[config.mk]
export PLATFORM = sky130hd
export DESIGN_NAME = rram_drive_seq
export DESIGN_NICKNAME = d
export VERILOG_FILES = /design/src/rtl/rram_drive_seq.sv
export SDC_FILE = /design/constraint.sdc
export NUM_CORES = 1
export LEC_CHECK = 0
export CAP_MARGIN = 20
export CORE_ASPECT_RATIO = 0.9
export CORE_UTILIZATION = 32
export DETAILED_ROUTE_END_ITERATION = 8
export HOLD_SLACK_MARGIN = 0.03
export SKIP_CTS_REPAIR_TIMING = 1
export SLEW_MARGIN = 30
export SYNTH_ARGS = -nofsm -noshare
export SYNTH_HDL_FRONTEND = slang
export SYNTH_SLANG_ARGS = --single-unit
[constraint.sdc]
create_clock -name clk -period 4 [get_ports clk]
set_input_delay 0.6 -clock clk [delete_from_list [all_inputs] [get_ports clk]]
set_output_delay 0.6 -clock clk [all_outputs]
set_load 0.05 [all_outputs]
[src/rtl/rram_drive_seq.sv]
// Drive sequencer for the 6x6 RRAM unit: one start runs a full training pass
// (word-line on, init, feed-forward, error, ramped update, clear, release).
module rram_drive_seq #(
    parameter int unsigned N_LINES   = 6,
    parameter int unsigned PHASE_CYC = 10,
    parameter int unsigned UPD_STEPS = 3
) (
    input  logic               clk,
    input  logic               rst,
    input  logic               start,
    input  logic               abort,
    input  logic [N_LINES-1:0] x_in,
    input  logic               label_in,
    output logic               busy,
    output logic               done,
    output logic [N_LINES-1:0] Dwl,
    output logic [N_LINES-1:0] Dsl,
    output logic [N_LINES-1:0] Dbl,
    output logic               Dset,
    output logic               Dback,
    output logic               Dlabel
);

    localparam int unsigned CNT_W  = $clog2(PHASE_CYC) + 1;
    localparam int unsigned STEP_W = $clog2(UPD_STEPS) + 1;
    localparam logic [CNT_W-1:0]  CNT_LOAD  = CNT_W'(PHASE_CYC - 1);
    localparam logic [STEP_W-1:0] STEP_LAST = STEP_W'(UPD_STEPS);

    typedef enum logic [2:0] {
        StIdle, StWlOn, StInit, StFf, StErr, StUpd, StClr, StRel
    } state_e;

    state_e             state_q, state_d;
    logic [CNT_W-1:0]   cnt_q, cnt_d;
    logic [STEP_W-1:0]  step_q, step_d;
    logic [N_LINES-1:0] x_q, x_d;
    logic               label_q, label_d;

    logic               busy_d, done_d, dset_d, dback_d, dlabel_d;
    logic [N_LINES-1:0] dwl_d, dsl_d, dbl_d;

    function automatic logic [N_LINES-1:0] therm(input logic [STEP_W-1:0] k);
        logic [N_LINES-1:0] t;
        t = '0;
        for (int i = 0; i < int'(N_LINES); i++) begin
            t[i] = (i < 2 * int'(k));
        end
        return t;
    endfunction

    always_comb begin
        state_d = state_q;
        cnt_d   = cnt_q;
        step_d  = step_q;
        x_d     = x_q;
        label_d = label_q;
        done_d  = 1'b0;

        if (state_q == StIdle) begin
            if (start && !abort) begin
                state_d = StWlOn;
                cnt_d   = CNT_LOAD;
                step_d  = '0;
                x_d     = x_in;
                label_d = label_in;
            end
        end else if (abort) begin
            state_d = StIdle;
            cnt_d   = '0;
            step_d  = '0;
        end else if (cnt_q != '0) begin
            cnt_d = cnt_q - 1'b1;
        end else begin
            cnt_d = CNT_LOAD;
            unique case (state_q)
                StWlOn: state_d = StInit;
                StInit: state_d = StFf;
                StFf:   state_d = StErr;
                StErr: begin
                    state_d = StUpd;
                    step_d  = STEP_W'(1);
                end
                StUpd: begin
                    if (step_q == STEP_LAST) begin
                        state_d = StClr;
                        step_d  = '0;
                    end else begin
                        step_d = step_q + 1'b1;
                    end
                end
                StClr: state_d = StRel;
                // Release holds for two phase periods so a pass spans 7+UPD_STEPS phases.
                StRel: begin
                    if (step_q == '0) begin
                        step_d = STEP_W'(1);
                    end else begin
                        state_d = StIdle;
                        cnt_d   = '0;
                        step_d  = '0;
                        done_d  = 1'b1;
                    end
                end
                default: state_d = StIdle;
            endcase
        end

        busy_d   = (state_d != StIdle);
        dwl_d    = busy_d ? '1 : '0;
        dsl_d    = '0;
        dbl_d    = '0;
        dset_d   = 1'b0;
        dback_d  = 1'b0;
        dlabel_d = 1'b0;
        unique case (state_d)
            StIdle, StWlOn: ;
            StInit: begin
                dset_d = 1'b1;
                dbl_d  = '1;
            end
            StFf:  dsl_d = x_d;
            StErr: begin
                dsl_d    = x_d;
                dlabel_d = label_d;
            end
            StUpd: begin
                dsl_d    = x_d;
                dlabel_d = label_d;
                dback_d  = 1'b1;
                dbl_d    = therm(step_d);
            end
            StClr: begin
                dsl_d    = x_d;
                dlabel_d = label_d;
                dback_d  = 1'b1;
            end
            StRel: begin
                dsl_d    = x_d;
                dlabel_d = label_d;
            end
            default: ;
        endcase
    end

    always_ff @(posedge clk) begin
        if (rst) begin
            state_q <= StIdle;
            cnt_q   <= '0;
            step_q  <= '0;
            x_q     <= '0;
            label_q <= 1'b0;
            busy    <= 1'b0;
            done    <= 1'b0;
            Dwl     <= '0;
            Dsl     <= '0;
            Dbl     <= '0;
            Dset    <= 1'b0;
            Dback   <= 1'b0;
            Dlabel  <= 1'b0;
        end else begin
            state_q <= state_d;
            cnt_q   <= cnt_d;
            step_q  <= step_d;
            x_q     <= x_d;
            label_q <= label_d;
            busy    <= busy_d;
            done    <= done_d;
            Dwl     <= dwl_d;
            Dsl     <= dsl_d;
            Dbl     <= dbl_d;
            Dset    <= dset_d;
            Dback   <= dback_d;
            Dlabel  <= dlabel_d;
        end
    end

endmodule
Yosys cells after proc, flatten, opt, wreduce, memory -nomap -nowiden
Cells that the tools add are included.

word-level totals
  bits in registers = 41
  input bits = 11
  output and inout port bits = 23
  word-level logic and storage cells = 80

operators by class
  add/subtract/negate cells = 2
  $lt $le $gt $ge = 6
  equal/unequal tests = 15
  mux-type cells = 29
  bitwise operators = 3
  reductions and logical operators = 12

operators by type and width
  cell                 count
  $mux 3               11
  $eq 3x3->1 const B   8
  $pmux 3 s7           1
  $mux 5               4
  $mux 6               3
  $eq 3x2->1 const B   5
  $pmux 6 s2           1
  $reduce_or 5->1      2
  $pmux 3 s3           1
  $lt 1x4->1 const A   2
  $lt 2x4->1 const A   2
  $lt 3x4->1 const A   2
  $mux 4               2
  $logic_not 3->1      2
  $mux 1               6
  $reduce_or 2->1      3
  $reduce_bool 5->1    1
  $sub 5x1->5 const B  1
  $reduce_or 4->1      1
  $add 3x1->3 const B  1
  $eq 3x1->1 const B   1
  $not 1->1            3
  $reduce_bool 3->1    1
  $ne 2x1->1 const B   1
  other kinds (2)      2

Longest topological paths before layout
Gate-level depths: netlist of run 1.

  depth after elaboration = 10
  depth in mapped cells = 8
  mapped depth without buffers = 7

Least setup slack after synthesis of run 1
Ideal clock, no wire load.

  kind = register to register
  start point = register cnt_q[0]
  end point = register Dbl[1]
  library setup time = 0.066 ns
  arrival time = 2.074 ns
  data required time = 3.934 ns
  slack = 1.860 ns
  stages on the path, launching flop included = 9
  path buffers = 1
  clock period less this slack = 2.140 ns
  cells stage by stage = dfxtp_1 -> inv_1 -> ha_1 -> or4b_1 -> buf_6 -> or4_4 -> a31oi_4 -> or3_1 -> a2bb2oi_2

on the way
  word-level cells in the longest chain between the ends = 6
  elaborated cells between the ends (all ways) = 11
  those cells by class = order compare (1); eq/ne (2); mux (7); reduce/logical (1)

ends and longest elaborated chain
  item                                line  source
  start: declaration                  34    logic [CNT_W-1:0] cnt_q, cnt_d;
  start signal: assignment            161   cnt_q <= cnt_d;
  $reduce_bool 5->1 (*)               71    end else if (cnt_q != '0) begin
  $mux 3                              71
  $mux 3                              67    end else if (abort) begin
  $mux 3                              59    if (state_q == StIdle) begin
  $lt 1x4->1 (tied with other cells)  46    t[i] = (i < 2 * int'(k));
  $pmux 6 s2 (*)                      114   unique case (state_d)
  end signal: assignment              169   Dbl <= dbl_d;
  end: declaration                    18    output logic [N_LINES-1:0] Dbl,

Mark *: on every way between the ends. The rest lies on a longest branch, timed or not.
A chain may end at the register's enable or synchronous reset.

Final worst setup path of run 1
  start point = register cnt_q[0]
  end point = register Dbl[3]

on the way
  word-level cells in the longest chain between the ends = 6
  elaborated cells between the ends (all ways) = 11
  those cells by class = order compare (1); eq/ne (2); mux (7); reduce/logical (1)

ends and longest elaborated chain
  item                                line
  $reduce_bool 5->1 (*)               71
  $mux 3                              71
  $mux 3                              67
  $mux 3                              59
  $lt 2x4->1 (tied with other cells)  46
  $pmux 6 s2 (*)                      114

Marked as above.

==> results of run 1 <==
[path summary, 6_finish.rpt]
kind	from	to	slack, ns	depth (start not counted)
setup / recovery	cnt_q[0]	Dbl[3]	1.64	7
hold reg to reg	x_q[3]	x_q[3]	0.49	2
hold / removal	x_q[3]	x_q[3]	0.49	2
setup reg to reg	cnt_q[0]	Dbl[3]	1.64	7
[per-layer routing]
metal  up-vias  global-route usage
met2        24              0.2106
met3         5             0.03816
met1       593              0.1511
met5         -                   0
met4         0             0.04327
li1        639                   -
[stage by stage]
stage               cells  setup slack [ns]  hold slack, ns  power [mW]
floorplan             169             1.860          0.4594      0.4248
global placement      248             1.410          0.4731      0.4473
detailed placement    248             1.360          0.4810      0.4477
CTS                   256             1.604          0.4970      0.7455
global route          256             1.400          0.5196      0.7680
finish                256             1.636          0.4890      0.7359
[cells in the mapped netlist, drive strengths merged, types with 2 or more instances]
library cell / n
a21oi: 6
a31oi: 2
and2b: 2
buf: 13
clkbuf: 3
dfxtp: 32
ha: 3
inv: 9
mux2i: 7
nand2: 4
nand3: 2
nand3b: 3
nand4: 3
nor2: 23
nor2b: 3
nor3: 5
nor3b: 2
o2111ai: 2
o211ai: 4
o21ai: 7
o22ai: 2
or3: 5
or3b: 2
[tightest hold or removal path, cell delays in order, from the launching register on]
cell and delay [ns]:
dfxtp_1 0.31, mux2i_1 0.07, nor2_1 0.07
[power groups by stage]
| stage | Sequential [mW] | Combinational, mW | Clock (mW) |
|---|---|---|---|
| after global placement | 0.341 | 0.106 | 0 |
| final | 0.334 | 0.106 | 0.296 |
| after floorplan | 0.344 | 0.0812 | 0 |
| after CTS | 0.334 | 0.107 | 0.305 |
| after detailed placement | 0.341 | 0.106 | 0 |
| after global routing | 0.335 | 0.114 | 0.319 |
[cells by family (layout without fill, tap and decap cells)]
group | count (synthesis) | after routing | share of synthesized area
AOI/OAI and AO/OA | 33 | 33 | 0.1642
DFF | 32 | 32 | 0.4022
adders and majority gates | 3 | 3 | 0.02357
muxes | 7 | 7 | 0.04399
xor gates and xnor gates | 2 | 2 | 0.01100
buffers and inverters | 27 | 52 | 0.1163
and+or+nand+nor | 65 | 65 | 0.2388
[sequential cells by signal (all words and copies together) (netlist names)]
signal	count
Dsl	6
Dwl	1
done	1
step_q	3
Dlabel	1
label_q	1
x_q	6
Dset	1
cnt_q	5
Dback	1
state_q	3
Dbl	3
[cell type report]
| type | instances | area [sq um] |
|---|---|---|
| well taps | 62 | 77.57 |
| multi-input cells | 110 | 767.0 |
| repair buffers | 34 | 337.8 |
| fillers | 459 | 2623 |
| clock buffers | 6 | 72.57 |
| clock inverters | 2 | 35.03 |
| flip-flops and latches | 32 | 640.6 |
| inverters | 10 | 51.30 |
==> results.py, run 1 <==
metrics = {
    "outcome": {
        "status": "finished clean",
    },
    "power_and_ir_drop": {
        "power_frac_comb": 0.144,
        "pwr-share-clk": 0.402,
        "p_int_mw": 0.5552,
        "p_sw_mw": 0.1808,
        "swShare": 0.2456,
        "p_leak_nw": 0.7546,
        "pwr-share-seq": 0.454,
        "ir_worst_vdd_uv": 230.6,
        "power_density_mw_per_mm2": 371.3,
    },
    "cts": {
        "numCtsBuffers": 5,
        "clock_sinks": 32,
        "clock_latency_ns": 0.28,
        "htree_num_levels": 2,
        "clockBufferDepth": 2,
        "clk_pin_slew_ns": 0.07,
        "root_buffer": "clkbuf_8",
        "cts_tree": "done",
    },
    "yosys": {
        "synth_top_area_share": 0.4022,
        "synth_area_leaders": "dfxtp_1, nor2_1, mux2i_1",
        "synth_top_area_cell": "dfxtp_1",
        "syn_nets": 183,
        "synth_edf_count": 0,
        "yosysWarnings": 0,
        "ys.flop_type": "dfxtp_1",
        "yosysSeqAreaShare": 0.4022,
        "netlist_instances": 169,
        "avgSynthCellArea_sq_um": 9.425,
        "ys_ff_latch": 32,
        "synthesis.area_sq_mm": 0.001593,
        "yosysUniqueCellTypes": 57,
        "postSynth.asyncResetShare": 0,
    },
    "cells_and_area": {
        "final_cell_mix": "clkdlybuf4s50_1, dfxtp_1, nor2_1",
        "layout_commonest_cell": "clkdlybuf4s50_1",
        "final_layout_size_suffix_gt1_frac": 0.1082,
        "antennaDiodeCount": 0,
        "syn2layout_area_growth_pct": 24.43,
        "finalInstanceArea_sq_mm": 0.001982,
        "final_nets": 207,
        "fin_util": 0.4304,
    },
    "grt": {
        "grt_overflow": 0,
        "grt_pass1_vias": 1113,
        "grt_start_max_net_pins": 22,
        "grt_first_pass_wirelength_um": 5085,
        "antenna_found_initial": 0,
        "grt_usage": 0.1240,
    },
    "route": {
        "wl_met3_um": 125,
        "drc": 0,
        "routed.top_layer": "met4",
        "first_pass_iters": 4,
        "drt-met1-wl_um": 1482,
        "drt-wirelength-per-cell_um": 12.23,
        "drt-total-wl_um": 3130,
        "vias": 1261,
        "drtAntennaViolNets": 0,
        "drt_iter0_markers": 52,
        "viasPerCell": 4.926,
        "wl_met2_um": 1498,
    },
    "timing": {
        "worst_pin_slew_ns": 0.5916,
        "final-hold-violation-count": 0,
        "relSlewSlack": 0.6046,
        "slew_violations": 0,
        "rsz0062_at_grt": "no",
        "finalCritPeriodShare": 0.5910,
        "max_freq_mhz": 423.0,
        "fin_crit_ns": 2.364,
        "setup_tns_ns": 0,
        "setup_violations": 0,
        "finalClockSkew_ns": 0.004038,
    },
    "worst_setup_path": {
        "crit_buf_inv": 1,
        "crit_path_end_kind": "register",
        "required_ns": 4.21,
        "cp_slowest_stage_delay_ns": 0.52,
        "cp-start-kind": "register",
        "cp_top_family": "simple AND/OR/NAND/NOR gates",
        "critPathArrivalTime_ns": 2.57,
        "worst_path_max_delay_cell": "nor4b_2",
        "crit_chain": "inv_1 -> ha_1 -> nor4b_2 -> a21oi_1 -> or3_1 -> or3b_1 -> o21ai_1",
        "crit_path_max_fanout": 7,
        "path_class": "register to register",
    },
    "hold_path": {
        "hold_class": "register to register",
    },
    "floorplanning": {
        "start_util": 0.3459,
        "dieWidth_um": 76.37,
        "std_cell_rows": 23,
        "dieArea_sq_mm": 0.005264,
        "die_h_um": 68.93,
        "num_io_pins": 34,
        "core_area_sq_mm": 0.004604,
    },
    "placed_design": {
        "port_buffers": 33,
        "gp_congestion": 0.7478,
        "dpl_cell_area_sq_mm": 0.001874,
        "dp_hpwl_um": 2271,
    },
    "run": {
        "maxCapViolations": 0,
    },
}
(Power assumes the default switching activity.)
==> run 2, diff against run 1 <==
clock period = 2.1 ns   (was 4 ns; I/O delays follow)
==> results.py, run 2 (same netlist as run 1, synthesis figures left out) <==
metrics = {
    "outcome": {
        "status": "finished clean",
    },
    "floorplanning": {
        "std_cell_rows": 23,
        "die_h_um": 68.93,
        "core_area_sq_mm": 0.004604,
        "start_util": 0.3459,
        "dieArea_sq_mm": 0.005264,
        "dieWidth_um": 76.37,
        "num_io_pins": 34,
    },
    "timing": {
        "hold_slack_ns": 0.4943,
        "setup_tns_ns": 0,
        "final-hold-violation-count": 0,
        "finalClockSkew_ns": 0.009565,
        "fin_crit_ns": 2.069,
        "setup_slack_ns": 0.03144,
        "rsz0062_at_grt": "yes",
        "max_freq_mhz": 483.4,
        "finalCritPeriodShare": 0.9850,
        "setup_violations": 0,
        "slew_violations": 0,
        "worst_pin_slew_ns": 0.5032,
        "relSlewSlack": 0.6635,
    },
    "placed_design": {
        "dp_hpwl_um": 2561,
        "place_ws_ns": -0.08120,
        "dpl_cell_area_sq_mm": 0.002036,
        "port_buffers": 33,
        "place_inst": 267,
        "gp_congestion": 0.8044,
    },
    "worst_setup_path": {
        "worst_path_max_delay_cell": "or4b_4",
        "critPathArrivalTime_ns": 2.29,
        "crit_chain": "inv_2 -> ha_4 -> or4b_4 -> or4_4 -> a31oi_4 -> or3_4 -> a2bb2oi_2",
        "cp_slowest_stage_delay_ns": 0.52,
        "cp-start-kind": "register",
        "crit_path_end_kind": "register",
        "path_class": "register to register",
        "crit_path_max_fanout": 5,
        "required_ns": 2.32,
    },
    "cells_and_area": {
        "multiInputGateArea_sq_um": 863.3,
        "fin_util": 0.4853,
        "layout_commonest_cell": "clkdlybuf4s50_1",
        "final_nets": 228,
        "antennaDiodeCount": 0,
        "fillers": 451,
        "final_layout_size_suffix_gt1_frac": 0.2884,
        "fin_cells": 277,
        "finalInstanceArea_sq_mm": 0.002235,
        "top_regs": "Dsl x6, x_q x6, cnt_q x5",
        "syn2layout_area_growth_pct": 40.30,
        "register_area_sq_um": 646.9,
        "final_cell_mix": "clkdlybuf4s50_1, dfxtp_1, nor2_1",
    },
    "power_and_ir_drop": {
        "ir_worst_vdd_uv": 491.8,
        "totalPowerFinal_mw": 1.466,
        "p_leak_nw": 0.8758,
        "power_density_mw_per_mm2": 655.9,
    },
    "route": {
        "drc": 0,
        "drt-wirelength-per-cell_um": 13.18,
        "viasPerCell": 4.953,
        "drt-total-wl_um": 3650,
        "drtAntennaViolNets": 0,
        "first_pass_iters": 6,
        "drt_iter0_markers": 79,
        "vias": 1372,
    },
    "cts": {
        "clock_sinks": 32,
        "numCtsBuffers": 5,
        "clock_latency_ns": 0.28,
        "clk_pin_slew_ns": 0.07,
        "cts_tree": "done",
        "root_buffer": "clkbuf_8",
        "clockBufferDepth": 2,
        "htree_num_levels": 2,
    },
    "grt": {
        "grt_pass1_vias": 1296,
        "grt_usage": 0.1447,
        "grt_overflow": 0,
        "grt_start_max_net_pins": 21,
        "grt_first_pass_wirelength_um": 5940,
        "antenna_found_initial": 0,
    },
    "run": {
        "maxCapViolations": 0,
    },
    "hold_path": {
        "hold_class": "register to register",
    },
}
## run 2: report_power, final
group          total [mW]  internal, mW  switching (mW)
Sequential          0.637         0.623          0.0141
Combinational       0.249         0.115           0.134
Clock               0.579         0.352           0.227
## run 2: path summary, 6_finish.rpt
kind | from | end | slack, ns | cells after the start
setup / recovery | cnt_q[0] | Dbl[1] | 0.03 | 7
hold reg to reg | x_q[5] | x_q[5] | 0.49 | 2
setup reg to reg | cnt_q[0] | Dbl[1] | 0.03 | 7
hold / removal | x_q[5] | x_q[5] | 0.49 | 2
## run 2: cell type report
class / count / area share
Inverter: 10 / 0.02296
Tap cell: 62 / 0.03471
Clock inverter: 2 / 0.01568
Clock buffer: 6 / 0.03247
Timing Repair Buffer: 54 / 0.2184
Sequential cell: 32 / 0.2895
Multi-Input combinational cell: 111 / 0.3863
## run 2: per-layer routing
layer	global-route usage	wire, um	part of all wire
met2	0.2556	1702	0.47
met3	0.04211	165	0.045
met1	0.1687	1729	0.47
met5	0	0	0
met4	0.05769	52	0.014
## run 2: worst max-delay path: cells and delay by family (launching register included)
family	cells	cell delay, ns
AOI/OAI and AO/OA	2	0.30
adders and majority gates	1	0.14
buffers and inverters	1	0.06
DFF	1	0.33
and+or+nand+nor	3	1.20
